<file path="src/rtl/mem_pkg.sv">
// mem_pkg: shared definitions for the program/data memory arbiter.
//   arb_state_e : arbiter FSM state encoding (2-bit)
//   PORT_A/B    : port index constants, also the encoding of owner/last_grant
//   DATA_W      : memory data width
package mem_pkg;

    typedef enum logic [1:0] {
        IDLE   = 2'd0,
        ACCESS = 2'd1,
        RDWAIT = 2'd2,
        DONE   = 2'd3
    } arb_state_e;

    localparam logic PORT_A = 1'b0;
    localparam logic PORT_B = 1'b1;

    localparam int unsigned DATA_W = 8;

endpackage

</file>
<file path="src/rtl/rr_pick2.sv">
// rr_pick2: combinational two-way round-robin pick.
//   req        in  2  request vector, bit PORT_A / bit PORT_B
//   last_grant in  1  port granted most recently
//   valid      out 1  at least one request present
//   pick       out 1  chosen port (meaningful only when valid)
module rr_pick2
    import mem_pkg::*;
(
    input  logic [1:0] req,
    input  logic       last_grant,
    output logic       valid,
    output logic       pick
);

    always_comb begin
        valid = |req;
        pick  = PORT_A;
        // B wins when it is alone, or on a tie when A went last.
        if (req[PORT_B] && (!req[PORT_A] || last_grant == PORT_A))
            pick = PORT_B;
    end

endmodule

</file>
<file path="src/rtl/mem_arbiter.sv">
// mem_arbiter: shares the byte-wide program/data memory between the CPU
// (port A) and the host/loader (port B). One transaction in flight at a time,
// round-robin on ties, registered read latency of RD_LAT cycles.
//   clk, reset                  clock, async active-low reset
//   a_req/a_we/a_addr/a_wdata   port A request (held until a_ack)
//   a_rdata, a_ack              port A read data and completion pulse
//   b_*                         same for port B
//   gnt_a, gnt_b                port owns memory, ACCESS through DONE
//   mem_raddr, mem_waddr        memory read / write address (registered)
//   mem_data_in, mem_write      memory write data (registered) and strobe
//   mem_data_out                memory read data
module mem_arbiter
    import mem_pkg::*;
#(
    parameter int unsigned addr_width = 9,
    parameter int unsigned RD_LAT     = 1
)
(
    input  logic                  clk,
    input  logic                  reset,
    input  logic                  a_req,
    input  logic                  a_we,
    input  logic [addr_width-1:0] a_addr,
    input  logic [DATA_W-1:0]     a_wdata,
    output logic [DATA_W-1:0]     a_rdata,
    output logic                  a_ack,
    input  logic                  b_req,
    input  logic                  b_we,
    input  logic [addr_width-1:0] b_addr,
    input  logic [DATA_W-1:0]     b_wdata,
    output logic [DATA_W-1:0]     b_rdata,
    output logic                  b_ack,
    output logic                  gnt_a,
    output logic                  gnt_b,
    output logic [addr_width-1:0] mem_raddr,
    output logic [addr_width-1:0] mem_waddr,
    output logic [DATA_W-1:0]     mem_data_in,
    output logic                  mem_write,
    input  logic [DATA_W-1:0]     mem_data_out
);

    arb_state_e state, state_next;

    logic       owner;
    logic       last_grant;
    logic       we_l;
    logic [2:0] cnt;

    logic                  pick_valid;
    logic                  pick;
    logic                  win_we;
    logic [addr_width-1:0] win_addr;
    logic [DATA_W-1:0]     win_wdata;

    rr_pick2 u_pick (
        .req        ({b_req, a_req}),
        .last_grant (last_grant),
        .valid      (pick_valid),
        .pick       (pick)
    );

    always_comb begin
        win_we    = a_we;
        win_addr  = a_addr;
        win_wdata = a_wdata;
        if (pick == PORT_B) begin
            win_we    = b_we;
            win_addr  = b_addr;
            win_wdata = b_wdata;
        end
    end

    always_comb begin
        state_next = state;
        gnt_a      = 1'b0;
        gnt_b      = 1'b0;
        a_ack      = 1'b0;
        b_ack      = 1'b0;
        mem_write  = 1'b0;
        if (state != IDLE) begin
            gnt_a = (owner == PORT_A);
            gnt_b = (owner == PORT_B);
        end
        case (state)
            IDLE:    if (pick_valid) state_next = ACCESS;
            ACCESS: begin
                mem_write  = we_l;
                state_next = we_l ? DONE : RDWAIT;
            end
            RDWAIT:  if (cnt == 3'd1) state_next = DONE;
            DONE: begin
                a_ack      = (owner == PORT_A);
                b_ack      = (owner == PORT_B);
                state_next = IDLE;
            end
            default: state_next = IDLE;
        endcase
    end

    // The winner's address/data go straight into the registered memory
    // buses at grant time; those registers double as the request latch.
    always_ff @(posedge clk or negedge reset) begin
        if (!reset) begin
            state       <= IDLE;
            owner       <= PORT_A;
            last_grant  <= PORT_B;
            we_l        <= 1'b0;
            cnt         <= '0;
            a_rdata     <= '0;
            b_rdata     <= '0;
            mem_raddr   <= '0;
            mem_waddr   <= '0;
            mem_data_in <= '0;
        end else begin
            state <= state_next;
            case (state)
                IDLE: begin
                    if (pick_valid) begin
                        owner      <= pick;
                        last_grant <= pick;
                        we_l       <= win_we;
                        if (win_we) begin
                            mem_waddr   <= win_addr;
                            mem_data_in <= win_wdata;
                        end else begin
                            mem_raddr <= win_addr;
                        end
                    end
                end
                ACCESS: cnt <= 3'(RD_LAT);
                RDWAIT: begin
                    cnt <= cnt - 3'd1;
                    // Count of 1 is the last RDWAIT cycle: data is valid now.
                    if (cnt == 3'd1) begin
                        if (owner == PORT_A) a_rdata <= mem_data_out;
                        else                 b_rdata <= mem_data_out;
                    end
                end
                default: ;
            endcase
        end
    end

endmodule

</file>
<file path="config.mk">
export PLATFORM = sky130hd
export DESIGN_NAME = mem_arbiter
export DESIGN_NICKNAME = d
export VERILOG_FILES = /design/src/rtl/mem_pkg.sv /design/src/rtl/rr_pick2.sv /design/src/rtl/mem_arbiter.sv
export SDC_FILE = /design/constraint.sdc
export NUM_CORES = 1
export LEC_CHECK = 0
export ABC_AREA = 1
export CELL_PAD_IN_SITES_DETAIL_PLACEMENT = 0
export CELL_PAD_IN_SITES_GLOBAL_PLACEMENT = 2
export CORE_MARGIN = 3
export CORE_UTILIZATION = 22
export CTS_CLUSTER_DIAMETER = 100
export CTS_CLUSTER_SIZE = 40
export DETAILED_ROUTE_END_ITERATION = 16
export PLACE_DENSITY = 0.75
export SLEW_MARGIN = 30
export SYNTH_ARGS = -nofsm -noshare
export SYNTH_HDL_FRONTEND = slang
export SYNTH_SLANG_ARGS = --single-unit
</file>
<file path="constraint.sdc">
create_clock -name clk -period 1.48 [get_ports clk]
set_input_delay 0.222 -clock clk [delete_from_list [all_inputs] [get_ports clk]]
set_output_delay 0.222 -clock clk [all_outputs]
set_load 0.01 [all_outputs]
</file>
==> results.md <==
- Combinational fraction of design power: 53.0%
- Final instance area: 4111 sq um
- Die Y: 112.8 microns
- Worst-path clk slew: 70 ps
- Post-synth EDFFs: 0
- M3 GR Usage: 3.422%
- Most Crowded Layer GR: met2
- Critical-path top delay cell: clkdlybuf4s50_1
- P_sw: 3.032 mW
- #FFs+latches synth: 50
- Post-synth ARST share: 100.0%
- Most common cell in the netlist: nand2_1
- Hold Slack: 455.2 ps
- Root buffer cell: clkbuf_16
- Die extent in x: 112.8 microns
- Syn nets: 351
- Worst-margin pin slew: 283.2 ps
- Core area: 10,980 sq um
- Global route overflow: 0
- 1st-pass router iterations: 4
- Synth-to-layout area growth: 63.73%
- Worst-skew pair later-pin latency: 290 ps
- Switching share of total power: 37.25%
- Synthesized cell area: 2511 sq um
- Synth area leader: dfrtp_1
- Yosys top cell area share: 48.83%
- Initial drt markers: 109
- Dominant synthesized flop cell: dfrtp_1
- Post-Synthesis Cells: 297
- Clk buf depth: 2
- Crit Path Max Fanout: 2
- Cts bufs inserted: 5
- Status: finished clean
- Minimum clock period: 1453 ps
- Drt drc: 0
- Met1 Usage GRT: 14.96%
- Wire per inst: 13.96 microns
- First-pass GRT wire length: 11,990 microns
- Seq pwr share: 30.9%
- Setup TNS: 0 ps
- Sequential share of the synthesized area: 49.88%
- Rel. slew slack: 81.12%
- RSZ-0062 raised after global routing: yes
- Setup crit start kind: register
- Top cells by area, synth: dfrtp_1, nand2_1, nand3_1
- Final Hold Viols: 0
- Die area: 12,730 sq um
- Fin crit share: 98.17%
- GRT Total Usage: 11.46%
- Largest delay share family, worst path: buffers and inverters
- Required time of the critical path: 1260 ps
- Slew Viols, Final: 0
- CTS Sinks: 50
- Antenna viol nets, final: 0
- Input/output buffers: 94
- Placed Cells: 545
- CTS tree: built
- Cell internal pwr: 5.108 mW
- Initial antenna violation count: 0
- GR Util met2: 19.08%
- Critical Path AT: 1230 ps
- Pin count of the biggest net entering global routing: 51
- H-tree depth: 2
- Area post-placement: 3716 sq um
- Ys Warns: 0
- Synthesized area per cell: 8.455 sq um
- Starting density of the core: 22.86%
- Final wirelength: 7848 microns
- Cell variety after synth: 21
- CP Cell Sequence: clkdlybuf4s50_1
- Clock power frac: 16.1%
- Peak VDD IR: 818.6 uV
- Vias: 2,409
- Min-Delay Path Class: input port to asynchronous set/reset pin
- Non-Filler Instances: 562
- Pwr dens: 1980 nW/um^2
- CP Class: register to primary output
- Clock skew: 6.293 ps
- Layout cell share with drive strength beyond 1: 18.96%
- Routability Congestion: 0.7460
- # rows: 38
- Diodes inserted: 0
- Vias in the first global route: 2,347
- Highest clock rate: 688.3 MHz
- Top post-synthesis cells by count: nand2_1, dfrtp_1, nand3_1, o21ai_0, inv_1
- LEAKAGE: 1.966 nW
- Vias per std cell: 4.286
- Endpoints failing setup: 0
- DP HPWL: 5365 microns
- Buffers & Inverters on Critical Path: 1
- CP peak stage delay: 560 ps
- CP Capture Type: primary output
- NumNets Final: 475
- I/O Pins: 95
- Max-cap violations: 0
layout by cell type, fill, tap and decap left out, drive strengths merged, types with 2 or more instances in the layout:
cell,n
nand2,120
clkdlybuf4s50,87
nand3,56
dfrtp,49
buf,36
o21ai,24
inv,23
nor2,8
ha,6
clkbuf,5
clkinvlp,2
power groups by stage:
stage / combinational [mW] / sequential (mW) / clock, mW
after floorplan: 1.64 / 2.72 / 0
after global placement: 3.89 / 2.51 / 0
after detailed placement: 3.93 / 2.52 / 0
after CTS: 3.97 / 2.51 / 1.36
after global routing: 4.76 / 2.61 / 1.42
final: 4.31 / 2.52 / 1.31
logic make-up after synthesis:
group / Yosys count / share of synthesized area, %
flops: 50 / 49.88
buf+inv: 35 / 8.470
compound gates: 25 / 4.983
simple gates: 181 / 33.68
fa+ha+maj: 6 / 2.989
cell type report:
class,instances,area [sq um]
Fill cell,1145,6872
Sequential cell,50,1252
Timing Repair Buffer,125,1221
Multi-Input combinational cell,216,1206
Tap cell,140,175.2
Clock buffer,5,125.1
Inverter,23,86.33
Clock inverter,3,45.04
final timing paths:
| path | slack [ps] | from | depth (start not counted) | end |
|---|---|---|---|---|
| worst max-delay path | 30 | mem_waddr[1]$_DFFE_PN0P_ | 1 | mem_waddr[1] |
| worst min-delay path | 460 | reset | 3 | mem_data_in[5]$_DFFE_PN0P_ |
| worst max register to register | 100 | state[1]$_DFFE_PN0P_ | 7 | mem_raddr[7]$_DFFE_PN0P_ |
| worst min register to register | 470 | mem_data_in[7]$_DFFE_PN0P_ | 2 | mem_data_in[7]$_DFFE_PN0P_ |
| max in group asynchronous | 740 | reset | 3 | last_grant$_DFFE_PN1P_ |
| min in group clk | 470 | mem_data_in[7]$_DFFE_PN0P_ | 2 | mem_data_in[7]$_DFFE_PN0P_ |
layer usage:
| metal | part of all wire [%] | vias to the layer above | routed length, microns |
|---|---|---|---|
| li1 | - | 1205 | - |
| met1 | 44 | 1120 | 3419 |
| met2 | 49 | 80 | 3834 |
| met3 | 6.9 | 4 | 542 |
| met4 | 0.65 | 0 | 51 |
| met5 | 0 | - | 0 |
per-stage QoR:
stage / power [mW] / utilization [%] / worst slack (ps)
2_1_floorplan: 4.363 / - / 23.03
3_3_place_gp: 6.401 / 33.83 / -201.2
3_5_place_dp: 6.445 / 33.83 / -244.1
4_1_cts: 7.837 / 35.50 / 1.149
5_1_grt: 8.783 / 37.43 / -15.32
6_report: 8.140 / 37.43 / 27.15
flip-flops by register name, indices dropped and copies added (netlist names):
signal       flops
mem_raddr        9
mem_waddr        9
a_rdata          8
b_rdata          8
mem_data_in      8
cnt              3
state            2
last_grant       1
owner            1
we_l             1
timing repair:
item	in CTS	in global routing
endpoints found under the hold margin	49	0
hold buffers	1	0
gates cloned	0	5
endpoints found under the setup margin	31	51
pin swaps	0	3
buffers inserted	0	3
gates resized for setup	22	44
Power figures use the tool's default switching activity.
